$ cat config.mk
export PLATFORM = sky130hd
export DESIGN_NAME = axi_lite_reg_slave
export DESIGN_NICKNAME = d
export VERILOG_FILES = /design/src/rtl/axi_lite_pkg.sv /design/src/rtl/axi_lite_reg_slave.sv
export SDC_FILE = /design/constraint.sdc
export NUM_CORES = 1
export LEC_CHECK = 0
export ABC_AREA = 1
export BUFFER_PORTS_ARGS = -buffer_cell sky130_fd_sc_hd__buf_4
export CELL_PAD_IN_SITES_DETAIL_PLACEMENT = 1
export CELL_PAD_IN_SITES_GLOBAL_PLACEMENT = 1
export CORE_MARGIN = 2
export CORE_UTILIZATION = 37
export DETAILED_ROUTE_END_ITERATION = 7
export PLACE_DENSITY_LB_ADDON = 0.1
export REMOVE_ABC_BUFFERS = 1
export SYNTH_ARGS = -nofsm -noshare
export SYNTH_HDL_FRONTEND = slang
export SYNTH_SLANG_ARGS = --single-unit
$ cat constraint.sdc
create_clock -name aclk -period 2.47 [get_ports aclk]
set_input_delay 0.494 -clock aclk [delete_from_list [all_inputs] [get_ports aclk]]
set_output_delay 0.494 -clock aclk [all_outputs]
set_load 0.03 [all_outputs]
$ cat src/rtl/axi_lite_pkg.sv
// Shared AXI4-Lite types, response codes and helpers for the register slave.
package axi_lite_pkg;

  typedef logic [31:0] addr_t;
  typedef logic [31:0] data_t;
  typedef logic [3:0]  strb_t;
  typedef logic [1:0]  resp_t;

  localparam resp_t RESP_OKAY   = 2'b00;
  localparam resp_t RESP_EXOKAY = 2'b01;
  localparam resp_t RESP_SLVERR = 2'b10;
  localparam resp_t RESP_DECERR = 2'b11;

  typedef enum logic {
    R_IDLE,
    R_RESP
  } r_state_t;

  // Merge new_val into old_val one byte lane at a time, keeping lanes whose strobe is low.
  function automatic data_t apply_wstrb(data_t old_val, data_t new_val, strb_t strb);
    data_t merged;
    for (int b = 0; b < 4; b++) begin
      merged[8*b +: 8] = strb[b] ? new_val[8*b +: 8] : old_val[8*b +: 8];
    end
    return merged;
  endfunction

endpackage

$ cat src/rtl/axi_lite_reg_slave.sv
// AXI4-Lite slave exposing NUM_REGS 32-bit registers to local logic.
// The write and read channels run as independent always blocks.
module axi_lite_reg_slave
  import axi_lite_pkg::*;
#(
  parameter int    NUM_REGS  = 16,
  parameter addr_t BASE_ADDR = 32'h0000_0000
) (
  input  logic                     aclk,
  input  logic                     areset,
  input  logic [31:0]              awaddr,
  input  logic                     awvalid,
  output logic                     awready,
  input  logic [31:0]              wdata,
  input  logic [3:0]               wstrb,
  input  logic                     wvalid,
  output logic                     wready,
  output logic [1:0]               bresp,
  output logic                     bvalid,
  input  logic                     bready,
  input  logic [31:0]              araddr,
  input  logic                     arvalid,
  output logic                     arready,
  output logic [31:0]              rdata,
  output logic [1:0]               rresp,
  output logic                     rvalid,
  input  logic                     rready,
  output logic [NUM_REGS*32-1:0]   reg_q,
  output logic [NUM_REGS-1:0]      reg_wr
);

  localparam int    IDX_W  = $clog2(NUM_REGS);
  localparam addr_t WINDOW = addr_t'(NUM_REGS * 4);

  data_t            regs [NUM_REGS];
  logic             aw_held;
  logic             w_held;
  addr_t            aw_addr_q;
  data_t            w_data_q;
  strb_t            w_strb_q;
  addr_t            aw_off;
  addr_t            ar_off;
  logic             aw_hit;
  logic             ar_hit;
  logic [IDX_W-1:0] aw_idx;
  logic [IDX_W-1:0] ar_idx;
  r_state_t         r_state;

  assign aw_off = aw_addr_q - BASE_ADDR;
  assign ar_off = araddr - BASE_ADDR;
  assign aw_hit = aw_off < WINDOW;
  assign ar_hit = ar_off < WINDOW;
  assign aw_idx = aw_off[2 +: IDX_W];
  assign ar_idx = ar_off[2 +: IDX_W];

  // A pending B response blocks both write channels so only one write is ever in flight.
  assign awready = !aw_held && !bvalid;
  assign wready  = !w_held && !bvalid;

  always_ff @(posedge aclk) begin
    if (areset) begin
      aw_held   <= 1'b0;
      w_held    <= 1'b0;
      aw_addr_q <= '0;
      w_data_q  <= '0;
      w_strb_q  <= '0;
      bvalid    <= 1'b0;
      bresp     <= RESP_OKAY;
      reg_wr    <= '0;
      for (int i = 0; i < NUM_REGS; i++) begin
        regs[i] <= '0;
      end
    end else begin
      reg_wr <= '0;
      if (bvalid && bready) begin
        bvalid <= 1'b0;
      end
      if (awvalid && awready) begin
        aw_held   <= 1'b1;
        aw_addr_q <= awaddr;
      end
      if (wvalid && wready) begin
        w_held   <= 1'b1;
        w_data_q <= wdata;
        w_strb_q <= wstrb;
      end
      if (aw_held && w_held) begin
        aw_held <= 1'b0;
        w_held  <= 1'b0;
        bvalid  <= 1'b1;
        if (aw_hit) begin
          regs[aw_idx]   <= apply_wstrb(regs[aw_idx], w_data_q, w_strb_q);
          reg_wr[aw_idx] <= 1'b1;
          bresp          <= RESP_OKAY;
        end else begin
          bresp <= RESP_SLVERR;
        end
      end
    end
  end

  // Reads sample regs before any same-edge commit, so a colliding read returns the old value.
  always_ff @(posedge aclk) begin
    if (areset) begin
      r_state <= R_IDLE;
      arready <= 1'b1;
      rvalid  <= 1'b0;
      rdata   <= '0;
      rresp   <= RESP_OKAY;
    end else begin
      case (r_state)
        R_IDLE: begin
          if (arvalid) begin
            rdata   <= ar_hit ? regs[ar_idx] : '0;
            rresp   <= ar_hit ? RESP_OKAY : RESP_SLVERR;
            rvalid  <= 1'b1;
            arready <= 1'b0;
            r_state <= R_RESP;
          end
        end
        R_RESP: begin
          if (rready) begin
            rvalid  <= 1'b0;
            arready <= 1'b1;
            r_state <= R_IDLE;
          end
        end
        default: r_state <= R_IDLE;
      endcase
    end
  end

  always_comb begin
    reg_q = '0;
    for (int i = 0; i < NUM_REGS; i++) begin
      reg_q[32*i +: 32] = regs[i];
    end
  end

endmodule

==> results of run 1 <==
stage by stage:
stage	instances	util [%]	cell area (um^2)	TNS (ns)
3_5_place_dp	4467	46.40	35120	0
5_1_grt	4608	49.75	37660	-0.1796
6_report	4608	49.75	37660	0
3_3_place_gp	4467	46.40	35120	0
4_1_cts	4600	49.66	37590	0
2_1_floorplan	2624	-	27100	-1110.66
worst paths after layout:
path | end
setup / recovery | regs[1][15]
hold / removal | bvalid
setup reg to reg | regs[1][15]
hold reg to reg | w_data_q[2]
logic make-up after synthesis:
kind of cell | count (synthesis)
AND/OR/NAND/NOR | 1748
flip-flops | 634
buffers and inverters | 301
AO/OA/AOI/OAI | 174
other | 1
area by class of cell:
| type | instances | area [um^2] |
|---|---|---|
| antenna | 2 | 5.005 |
| clock buffer | 100 | 2053 |
| clock inverter | 33 | 415.4 |
| fill | 8487 | 38030 |
| inverter | 66 | 261.5 |
| multi-input combinational | 1924 | 9091 |
| sequential | 634 | 17820 |
| tap | 978 | 1224 |
| timing repair buffer | 871 | 6795 |
worst min-delay path, stage by stage:
cell and delay (ns):
sky130_fd_sc_hd__buf_4 0.07, sky130_fd_sc_hd__inv_1 0.03, sky130_fd_sc_hd__nand2_1 0.04, sky130_fd_sc_hd__a21oi_1 0.05
state kept, by name (all words and copies together) (netlist names), 4 cells and up:
signal	count
regs	512
rdata	32
w_data_q	32
aw_addr_q	30
reg_wr	16
w_strb_q	4
layout by cell type, fill, tap and decap left out, types with 26 or more instances in the layout:
| master | Yosys | final |
|---|---|---|
| sky130_fd_sc_hd__clkbuf_16 | 0 | 77 |
| sky130_fd_sc_hd__dfxtp_1 | 122 | 122 |
| sky130_fd_sc_hd__nand3_1 | 480 | 480 |
| sky130_fd_sc_hd__o21ai_0 | 100 | 95 |
| sky130_fd_sc_hd__a21oi_1 | 74 | 74 |
| sky130_fd_sc_hd__nor3_2 | 26 | 26 |
| sky130_fd_sc_hd__clkinv_1 | 33 | 35 |
| sky130_fd_sc_hd__nand2_1 | 596 | 594 |
| sky130_fd_sc_hd__edfxtp_1 | 512 | 512 |
| sky130_fd_sc_hd__buf_4 | 5 | 850 |
| sky130_fd_sc_hd__nor3_1 | 230 | 230 |
| sky130_fd_sc_hd__nor2_1 | 337 | 334 |
metal layers:
layer / track usage [%] / vias to the layer above / wire, um
met4: 13.16 / 0 / 5681
met3: 6.728 / 250 / 9898
li1: - / 11308 / -
met1: 39.73 / 12821 / 50400
met2: 52.49 / 1094 / 61290
met5: 0 / - / 0
report_power, final:
part | internal [mW] | switching (mW)
Clock | 6.78 | 4.54
Sequential | 11.9 | 0.342
Combinational | 1.04 | 2.65
timing repair:
action / CTS / global route
endpoints found under the setup margin: 0 / 192
resized for setup: 0 / 9
buffers inserted: 0 / 6
hold endpoints to repair: 0 / 0
==> results by group, run 1 <==
Critical path
  – Depth of the worst register-to-register path: 11
  – Type of the worst setup path: register to register
  – Worst reg2reg setup slack: 0.14 ns
  – Dominant delay contributor by cell family on the critical path: simple AND/OR/NAND/NOR gates
  – CP Capture Type: register
  – Sum of buffers and inverters on the critical path: 2
  – Worst Setup Start Kind: register
  – Worst setup startpoint: aw_addr_q[23]
  – Ordered cell list for the critical path: nor2_1, nand2_1, nor2_1, nand2_1, nor2_4, nand2_2, nor2_4, buf_4, nand2_4, o21ai_0, buf_4
  – Highest cell delay on the worst timing path: 0.31 ns
  – Critical Path Slowest Stage Cell: sky130_fd_sc_hd__dfxtp_1
  – Critical R2R Launch: aw_addr_q[23]
  – CP max FO: 8
  – Total stage count of the critical path: 11
  – Crit path required time: 2.78 ns
  – Critical path arrival: 2.65 ns

Timing
  – Setup violations, final: 0
  – Number of slew-limit violations in the final report: 0
  – Crit path setup slack, layout: 0.1371 ns
  – Achievable clock frequency: 428.6 MHz
  – Number of hold-slack violations in the final timing report: 0
  – Post-route clock period utilization: 94.45%
  – Post-route worst hold slack: 0.1241 ns
  – Slew headroom: 36.44%
  – Final period demand of the worst path: 2.333 ns
  – Worst Max-Slew Pin Slew: 0.9534 ns
  – Final Skew: 0.02534 ns

Logic synthesis
  – Synthesis warning total: 0
  – Top cells by area in the synthesized netlist: sky130_fd_sc_hd__edfxtp_1, sky130_fd_sc_hd__dfxtp_1, sky130_fd_sc_hd__nand3_1, sky130_fd_sc_hd__nand2_1, sky130_fd_sc_hd__nor2_1
  – Synth Area in XOR/XNOR: 0%
  – Average cell area after synthesis: 9.882 um^2
  – Proportion of synthesized area in mux cells: 0%
  – Share of the synthesized area in compound gates (AO/OA/AOI/OAI): 3.083%
  – Count of state elements after synthesis: 634
  – Most frequently used flop master after synthesis: sky130_fd_sc_hd__edfxtp_1
  – Sequential fraction of the synthesis area: 63.09%
  – Cell type with the highest aggregate area in the netlist: sky130_fd_sc_hd__edfxtp_1
  – Combinational family with the most area after synthesis: simple AND/OR/NAND/NOR gates
  – EDFF count, synth: 512
  – Adder-Cell Fraction of Synth Area: 0%
  – Area share of and/or/nand/nor cells after synthesis: 28.89%
  – Count of distinct cell types in the synthesized netlist: 31
  – List of most frequent post-synthesis cells: sky130_fd_sc_hd__nand2_1, sky130_fd_sc_hd__edfxtp_1, sky130_fd_sc_hd__nand3_1
  – Cell area after synthesis: 28240 um^2
  – Yosys top cell area share: 54.44%
  – Count leader, synth: sky130_fd_sc_hd__nand2_1
  – Post-Synthesis Cells: 2858
  – Ys async rst share: 0%

Drt
  – Wire length per cell: 27.62 um
  – First DRT Iteration DRCs: 2127
  – Post-route DRC violation count: 0
  – Total via count in the routed design: 25473
  – Length of the first detailed-routing pass in iterations: 5
  – Routed wire length: 127300 um
  – Vias per cell: 5.528
  – Number of nets still failing antenna checks after routing: 0

GRT
  – Remaining Overflow, GRT: 0
  – Via count of the first global-routing pass: 25647
  – Maximum number of pins on one net before global-route repair: 126
  – Aggregate global-route resource usage: 31.52%
  – Wire length of the first global-routing pass: 179500 um
  – Initial antenna violation count: 2

Clock network
  – Library cell used as clock root buffer: sky130_fd_sc_hd__clkbuf_16
  – Clock tree from TritonCTS: built
  – Sink Count: 634
  – Number of H-tree levels: 3
  – Clock Path Buffers: 3
  – TritonCTS Buffers: 72
  – Clock-pin slew on the worst setup and hold paths: 0.06 ns
  – Worst skew pair latency: 0.62 ns
  – Number of hold-repair buffers added at the cts stage: 0

Die
  – Die Span X: 280.3 um
  – Core area: 75700 um^2
  – Die Y-Extent: 280.3 um
  – Top-Level Pins: 676
  – Area of the die: 78560 um^2
  – Initial standard-cell utilization of the core: 37.31%
  – Number of core rows: 101

Final layout
  – Layout cell share with drive strength beyond 1: 30.32%
  – Synth-to-layout area growth: 33.36%
  – Number of nets in the layout: 3676

Worst hold path
  – Hold wc startpoint: bready
  – Hold depth: 4
  – Hold WC Path Type: input pin to register

Power and ir drop
  – Largest voltage drop on the vdd net: 0.0005399 V
  – Static leakage: 14.95 nW
  – Total power density per cell area: 724.0 nW/um^2
  – Overall Power: 27.27 mW

Placed design
  – Detailed Place HPWL: 92180 um
  – Last weighted congestion value of the routability-driven placer: 0.9040
  – Placement Setup Slack: 0.06092 ns
  – Number of I/O port buffers: 669

Job
  – Max cap viols: 0

Run status
  – Run status: complete, no violations
Power figures use the tool's default switching activity.
==> run 2, diff against run 1 <==
--- a/config.mk
+++ b/config.mk
@@ -10,7 +10,7 @@
 export CELL_PAD_IN_SITES_DETAIL_PLACEMENT = 1
 export CELL_PAD_IN_SITES_GLOBAL_PLACEMENT = 1
 export CORE_MARGIN = 2
-export CORE_UTILIZATION = 37
+export CORE_UTILIZATION = 41
 export DETAILED_ROUTE_END_ITERATION = 7
 export PLACE_DENSITY_LB_ADDON = 0.1
 export REMOVE_ABC_BUFFERS = 1
==> constraint.sdc (replaced) <==
create_clock -name aclk -period 2.4 [get_ports aclk]
set_input_delay 0.48 -clock aclk [delete_from_list [all_inputs] [get_ports aclk]]
set_output_delay 0.48 -clock aclk [all_outputs]
set_load 0.03 [all_outputs]
==> run 2 against run 1 <==
Effect of this change:
- final cell count decreased by 2.7%
- total power decreased by 2.0%
- via count decreased by 0.40%
==> results by group, run 2 (synthesized netlist as in run 1, its figures left out) <==
Final layout
  – Register with the most flip-flops: regs (unchanged)
  – Largest registers: regs (512), rdata (32), w_data_q (32) (unchanged)
  – Cell area after layout: 37170 um^2 (was 37660 um^2)
  – # diodes: 0 (was 2)
  – Post-route non-filler standard cell count: 4483 (was 4608)
  – Layout cell share with drive strength beyond 1: 29.52% (was 30.32%)
  – Area occupied by registers: 17820 um^2 (about the same)
  – Flip-flop count of the largest register, all copies and words added: 512 (unchanged)
  – Area taken by multi-input logic gates: 9101 um^2 (was 9091 um^2)
  – Commonest non-fill, non-tap cell in the layout: sky130_fd_sc_hd__buf_4 (unchanged)
  – Fillers: 7653 (was 8487)
  – Highest-count cells in the layout ignoring fill and taps: sky130_fd_sc_hd__buf_4, sky130_fd_sc_hd__nand2_1, sky130_fd_sc_hd__edfxtp_1 (unchanged)
  – Synth-to-layout area growth: 31.61% (was 33.36%)
  – Number of nets in the layout: 3655 (was 3676)

GRT
  – Remaining Overflow, GRT: 0 (unchanged)
  – Via count of the first global-routing pass: 25576 (was 25647)
  – Aggregate global-route resource usage: 33.45% (was 31.52%)
  – Wire length of the first global-routing pass: 172500 um (was 179500 um)
  – Initial antenna violation count: 1 (was 2)
  – Maximum number of pins on one net before global-route repair: 134 (was 126)

Timing
  – Setup violations, final: 0 (unchanged)
  – Post-route worst hold slack: 0.1073 ns (was 0.1241 ns)
  – Achievable clock frequency: 437.2 MHz (was 428.6 MHz)
  – Sum Neg Setup Slack: 0 ns (unchanged)
  – Number of hold-slack violations in the final timing report: 0 (unchanged)
  – Post-route clock period utilization: 95.29% (was 94.45%)
  – Crit path setup slack, layout: 0.1129 ns (was 0.1371 ns)
  – Number of slew-limit violations in the final report: 0 (unchanged)
  – Worst Max-Slew Pin Slew: 0.9125 ns (was 0.9534 ns)
  – Slew headroom: 38.79% (was 36.44%)
  – Final Skew: 0.01867 ns (was 0.02534 ns)
  – Final period demand of the worst path: 2.287 ns (was 2.333 ns)

Clock network
  – Library cell used as clock root buffer: sky130_fd_sc_hd__clkbuf_16 (unchanged)
  – Number of H-tree levels: 3 (unchanged)
  – TritonCTS Buffers: 70 (was 72)
  – Clock-pin slew on the worst setup and hold paths: 0.06 ns (about the same)
  – Sink Count: 634 (unchanged)
  – Clock tree from TritonCTS: built (unchanged)
  – Number of hold-repair buffers added at the cts stage: 0 (unchanged)
  – Clock Path Buffers: 3 (unchanged)
  – Worst skew pair latency: 0.61 ns (was 0.62 ns)

Drt
  – Routed wire length: 121800 um (was 127300 um)
  – Total via count in the routed design: 25372 (was 25473)
  – Number of nets still failing antenna checks after routing: 0 (unchanged)
  – Length of the first detailed-routing pass in iterations: 5 (unchanged)
  – Wire length per cell: 27.16 um (was 27.62 um)
  – Post-route DRC violation count: 0 (unchanged)
  – First DRT Iteration DRCs: 2340 (was 2127)
  – Vias per cell: 5.660 (was 5.528)

Die
  – Core area: 68350 um^2 (was 75700 um^2)
  – Area of the die: 71000 um^2 (was 78560 um^2)
  – Die Y-Extent: 266.5 um (was 280.3 um)
  – Number of core rows: 96 (was 101)
  – Top-Level Pins: 676 (unchanged)
  – Die Span X: 266.5 um (was 280.3 um)
  – Initial standard-cell utilization of the core: 41.32% (was 37.31%)

Critical path
  – Worst setup startpoint: aw_addr_q[10] (was aw_addr_q[23])
  – Depth of the worst register-to-register path: 10 (was 11)
  – Crit path required time: 2.72 ns (was 2.78 ns)
  – Worst reg2reg setup slack: 0.11 ns (was 0.14 ns)
  – Critical R2R Launch: aw_addr_q[10] (was aw_addr_q[23])
  – Termination of the worst setup path: regs[15][24] (was regs[1][15])
  – Type of the worst setup path: register to register (unchanged)
  – Critical path arrival: 2.61 ns (was 2.65 ns)
  – FF-to-FF End: regs[15][24] (was regs[1][15])
  – CP max FO: 13 (was 8)
  – CP Capture Type: register (unchanged)
  – Worst Setup Start Kind: register (unchanged)

Placed design
  – Instance area at placement: 34910 um^2 (was 35120 um^2)
  – Last weighted congestion value of the routability-driven placer: 0.8999 (was 0.9040)
  – Detailed Place HPWL: 88200 um (was 92180 um)
  – Post-placement cell count: 4355 (was 4467)
  – Placement Setup Slack: 0.03261 ns (was 0.06092 ns)
  – Number of I/O port buffers: 669 (unchanged)

Power and ir drop
  – Static leakage: 14.72 nW (was 14.95 nW)
  – Internal portion of total power: 19.30 mW (was 19.74 mW)
  – Largest voltage drop on the vdd net: 0.0005542 V (was 0.0005399 V)
  – Total power density per cell area: 719.1 nW/um^2 (was 724.0 nW/um^2)
  – Fraction of power spent switching nets: 27.78% (was 27.61%)
  – Clock share of power: 38.9% (was 41.5%)
  – Combinational share of power: 14.0% (was 13.5%)
  – Switching component of the power: 7.426 mW (was 7.528 mW)
  – Proportion of power drawn by flip-flops and latches: 47.2% (was 45.0%)

Job
  – Max cap viols: 0 (unchanged)

Worst hold path
  – Hold WC Path Type: input pin to register (unchanged)

Run status
  – Run status: complete, no violations (unchanged)
[run 2: cell types whose count changed in the layout (fill, tap and decap cells not counted), moves of 5 or more]
cell / previous run / this run
sky130_fd_sc_hd__clkinv_1: 35 / 41
sky130_fd_sc_hd__clkinv_2: 17 / 12
sky130_fd_sc_hd__buf_4: 850 / 825
sky130_fd_sc_hd__o21ai_0: 95 / 89
sky130_fd_sc_hd__buf_12: 20 / 25
sky130_fd_sc_hd__o21ai_1: 4 / 10
sky130_fd_sc_hd__bufinv_16: 9 / 1
[run 2: layout make-up]
| cell class | instances | share of cell area [%] |
|---|---|---|
| multi-input cells | 1924 | 24.49 |
| repair buffers | 852 | 18.08 |
| clock inverters | 21 | 0.3198 |
| well taps | 882 | 2.969 |
| clock buffers | 104 | 5.501 |
| flip-flops and latches | 634 | 47.94 |
| inverters | 66 | 0.7036 |
[run 2: through the flow]
step	power, mW	util [%]
floorplan	14.55	-
CTS	26.81	54.25
global placement	16.43	51.08
detailed placement	16.54	51.08
finish	26.73	54.38
global route	27.43	54.38
[run 2: metal layers]
layer	up-vias	share of wire, %	GRT usage (%)
met5	-	0.011	0
li1	11247	-	-
met3	267	8.6	7.685
met1	12630	38	41.19
met4	2	5.5	16.63
met2	1226	48	55.32
[run 2: critical path: stages (launching register included)]
cell and delay [ns]:
sky130_fd_sc_hd__dfxtp_1 0.31, sky130_fd_sc_hd__or2_1 0.23, sky130_fd_sc_hd__nor2_1 0.11, sky130_fd_sc_hd__nand2_1 0.12
sky130_fd_sc_hd__nor2_4 0.20, sky130_fd_sc_hd__nand2_2 0.12, sky130_fd_sc_hd__nor2_4 0.16, sky130_fd_sc_hd__buf_12 0.14
sky130_fd_sc_hd__nand2_4 0.17, sky130_fd_sc_hd__o21ai_0 0.23, sky130_fd_sc_hd__buf_4 0.20
[run 2: power by group through the flow]
stage                     registers, mW  logic, mW  clock network (mW)
after floorplan                    13.4       1.20                   0
after detailed placement           12.8       3.70                   0
after global placement             12.8       3.62                   0
final                              12.6       3.73                10.4
after global routing               12.6       3.94                10.9
after CTS                          12.6       3.72                10.5
[run 2: how the worst min path moves through the flow]
stage	from	to	slack, ns	cells after the start
floorplan	w_held	w_held	0.44	2
global placement	w_data_q[12]	w_data_q[12]	0.43	2
detailed placement	w_data_q[21]	w_data_q[21]	0.43	2
CTS	arvalid	r_state	0.08	3
global route	awaddr[21]	aw_addr_q[21]	0.12	3
finish	arvalid	r_state	0.11	3
[run 2: repair_timing]
item | 4_1_cts | 5_1_grt
buffers inserted | 0 | 3
hold endpoints to repair | 0 | 0
resized for setup | 0 | 19
endpoints found under the setup margin | 0 | 311
==> run 3, diff against run 2 <==
--- a/config.mk
+++ b/config.mk
@@ -9,8 +9,9 @@
 export BUFFER_PORTS_ARGS = -buffer_cell sky130_fd_sc_hd__buf_4
 export CELL_PAD_IN_SITES_DETAIL_PLACEMENT = 1
 export CELL_PAD_IN_SITES_GLOBAL_PLACEMENT = 1
-export CORE_MARGIN = 2
+export CORE_MARGIN = 1.5
 export CORE_UTILIZATION = 41
+export CTS_CLUSTER_DIAMETER = 50
 export DETAILED_ROUTE_END_ITERATION = 7
 export PLACE_DENSITY_LB_ADDON = 0.1
 export REMOVE_ABC_BUFFERS = 1
==> run 3 against run 2 <==
Effect of this change:
- flip-flop and latch count is the same
- clock power grew 17%
- total power grew 6.6%
- final cell count grew 0.54%
- highest routed layer unchanged
==> results by group, run 3 (synthesized netlist as in run 1, its figures left out) <==
Run status
  – Run status: complete, no violations (unchanged)

Die
  – Number of core rows: 96 (unchanged)
  – Core area: 68350 um^2 (unchanged)
  – Initial standard-cell utilization of the core: 41.32% (unchanged)
  – Area of the die: 70470 um^2 (was 71000 um^2)
  – Die Y-Extent: 265.5 um (was 266.5 um)
  – Top-Level Pins: 676 (unchanged)
  – Die Span X: 265.5 um (was 266.5 um)

Clock network
  – TritonCTS Buffers: 79 (was 70)
  – Worst skew pair latency: 0.63 ns (was 0.61 ns)
  – Clock tree from TritonCTS: built (unchanged)
  – Clock-pin slew on the worst setup and hold paths: 0.05 ns (was 0.06 ns)
  – Number of hold-repair buffers added at the cts stage: 0 (unchanged)
  – Library cell used as clock root buffer: sky130_fd_sc_hd__clkbuf_16 (unchanged)
  – Sink Count: 634 (unchanged)
  – Number of H-tree levels: 3 (unchanged)
  – Clock Path Buffers: 3 (unchanged)

Final layout
  – Largest registers: regs (512), rdata (32), w_data_q (32) (unchanged)
  – Register with the most flip-flops: regs (unchanged)
  – Highest-count cells in the layout ignoring fill and taps: sky130_fd_sc_hd__buf_4, sky130_fd_sc_hd__nand2_1, sky130_fd_sc_hd__edfxtp_1 (unchanged)
  – Number of nets in the layout: 3665 (was 3655)
  – Share of the core filled with cells: 55.19% (was 54.38%)
  – Commonest non-fill, non-tap cell in the layout: sky130_fd_sc_hd__buf_4 (unchanged)
  – Synth-to-layout area growth: 33.56% (was 31.61%)
  – Fillers: 7594 (was 7653)
  – Layout cell share with drive strength beyond 1: 30.41% (was 29.52%)
  – Flip-flop count of the largest register, all copies and words added: 512 (unchanged)
  – Post-route non-filler standard cell count: 4507 (was 4483)

Drt
  – Length of the first detailed-routing pass in iterations: 5 (unchanged)
  – Vias per cell: 5.651 (was 5.660)
  – Post-route DRC violation count: 0 (unchanged)
  – Routed wire length: 121700 um (was 121800 um)
  – Wire length per cell: 26.99 um (was 27.16 um)
  – Total via count in the routed design: 25469 (was 25372)
  – First DRT Iteration DRCs: 1995 (was 2340)
  – Number of nets still failing antenna checks after routing: 0 (unchanged)

Timing
  – Setup violations, final: 0 (unchanged)
  – Final period demand of the worst path: 2.322 ns (was 2.287 ns)
  – Final Skew: 0.02205 ns (was 0.01867 ns)
  – Worst Max-Slew Pin Slew: 0.7945 ns (was 0.9125 ns)
  – Number of slew-limit violations in the final report: 0 (unchanged)
  – Crit path setup slack, layout: 0.07787 ns (was 0.1129 ns)
  – Slew headroom: 46.71% (was 38.79%)
  – Post-route clock period utilization: 96.76% (was 95.29%)
  – Number of hold-slack violations in the final timing report: 0 (unchanged)
  – Achievable clock frequency: 430.6 MHz (was 437.2 MHz)
  – Unrepaired setup endpoints after global routing: yes

GRT
  – Remaining Overflow, GRT: 0 (unchanged)
  – Aggregate global-route resource usage: 33.83% (was 33.45%)
  – Met1 track demand over resource: 41.37% (was 41.19%)
  – Wire length of the first global-routing pass: 173600 um (was 172500 um)
  – Fraction of met2 tracks used by global routing: 55.95% (was 55.32%)
  – Initial antenna violation count: 2 (was 1)
  – Busiest grt layer: met2 (unchanged)
  – Maximum number of pins on one net before global-route repair: 91 (was 134)
  – Global routing usage on met3: 7.647% (was 7.685%)
  – Via count of the first global-routing pass: 25764 (was 25576)

Power and ir drop
  – Largest voltage drop on the vdd net: 0.0007470 V (was 0.0005542 V)
  – Static leakage: 14.97 nW (was 14.72 nW)
  – Total power density per cell area: 755.6 nW/um^2 (was 719.1 nW/um^2)

Critical path
  – Worst Setup Start Kind: register (unchanged)
  – CP max FO: 8 (was 13)
  – CP Capture Type: register (unchanged)
  – Critical path arrival: 2.60 ns (was 2.61 ns)
  – Crit path required time: 2.68 ns (was 2.72 ns)
  – Type of the worst setup path: register to register (unchanged)

Placed design
  – Placement Setup Slack: -0.009246 ns (was 0.03261 ns)
  – Last weighted congestion value of the routability-driven placer: 0.8905 (was 0.8999)
  – Number of I/O port buffers: 669 (unchanged)
  – Post-placement cell count: 4354 (was 4355)
  – Detailed Place HPWL: 88800 um (was 88200 um)

Worst hold path
  – Hold WC Path Type: input pin to register (unchanged)

Job
  – Max cap viols: 0 (unchanged)
run 3: cell count changes in the layout (fill, tap and decap cells not counted), moves of 5 or more:
cell                        delta
sky130_fd_sc_hd__clkbuf_1     -10
sky130_fd_sc_hd__clkbuf_16    +10
sky130_fd_sc_hd__clkinv_4      +7
sky130_fd_sc_hd__inv_6         +7
sky130_fd_sc_hd__o21ai_1       +7
sky130_fd_sc_hd__o21ai_0       -6
sky130_fd_sc_hd__nand2_1       -5
sky130_fd_sc_hd__nand2_2       +5
run 3: power by group:
part | total (mW) | switching (mW) | internal, mW
registers | 12.6 | 0.325 | 12.3
clock network | 12.2 | 4.84 | 7.34
logic | 3.72 | 2.68 | 1.05
total | 28.5 | 7.84 | 20.7
run 3: critical path, stage by stage (launching register included):
cell and delay, ns:
sky130_fd_sc_hd__dfxtp_1 0.30, sky130_fd_sc_hd__or2_1 0.22, sky130_fd_sc_hd__nor2_1 0.15, sky130_fd_sc_hd__nand2_1 0.13, sky130_fd_sc_hd__nor2_4 0.22, sky130_fd_sc_hd__nand3_4 0.16, sky130_fd_sc_hd__nor2_8 0.16, sky130_fd_sc_hd__buf_4 0.22
sky130_fd_sc_hd__nand3_4 0.08, sky130_fd_sc_hd__nand2_1 0.34
run 3: final timing paths:
check	startpoint	to	slack, ns	cells after the start
max reg2reg	aw_addr_q[10]	regs[2][5]	0.08	9
min	awaddr[18]	aw_addr_q[18]	0.11	3
max	aw_addr_q[10]	regs[2][5]	0.08	9
min reg2reg	w_data_q[28]	w_data_q[28]	0.44	2
run 3: area by class of cell:
type                    instances  area [um^2]  area share [%]
inverters                      66        261.5          0.6932
well taps                     882         1104           2.926
diodes                          1        2.502        0.006634
multi-input cells            1924         9119           24.17
flip-flops and latches        634        17820           47.23
clock buffers                 108         2312           6.130
clock inverters                39        382.9           1.015
repair buffers                853         6723           17.82
run 3: per-layer routing:
metal | vias up | wire length [um] | part of all wire, %
li1 | 11275 | - | -
met1 | 12763 | 46100 | 38
met2 | 1168 | 58290 | 48
met3 | 261 | 10380 | 8.5
met4 | 2 | 6873 | 5.6
met5 | - | 13 | 0.011
run 3: stage by stage:
step | area (um^2) | power [mW] | hold WS (ns) | TNS [ns]
detailed placement | 34930 | 16.50 | 0.4347 | -0.06496
floorplan | 27100 | 14.55 | 0.4409 | -1174.62
global placement | 34930 | 16.41 | 0.4252 | -0.04447
global route | 37720 | 29.23 | 0.1164 | -0.1048
CTS | 37630 | 28.60 | 0.09285 | -0.1945
finish | 37720 | 28.50 | 0.1124 | 0
run 3: what timing repair did:
| item | in CTS | in global routing |
|---|---|---|
| setup endpoints to repair | 30 | 271 |
| buffers inserted | 0 | 5 |
| resized for setup | 2 | 25 |
| pin swaps | 0 | 2 |
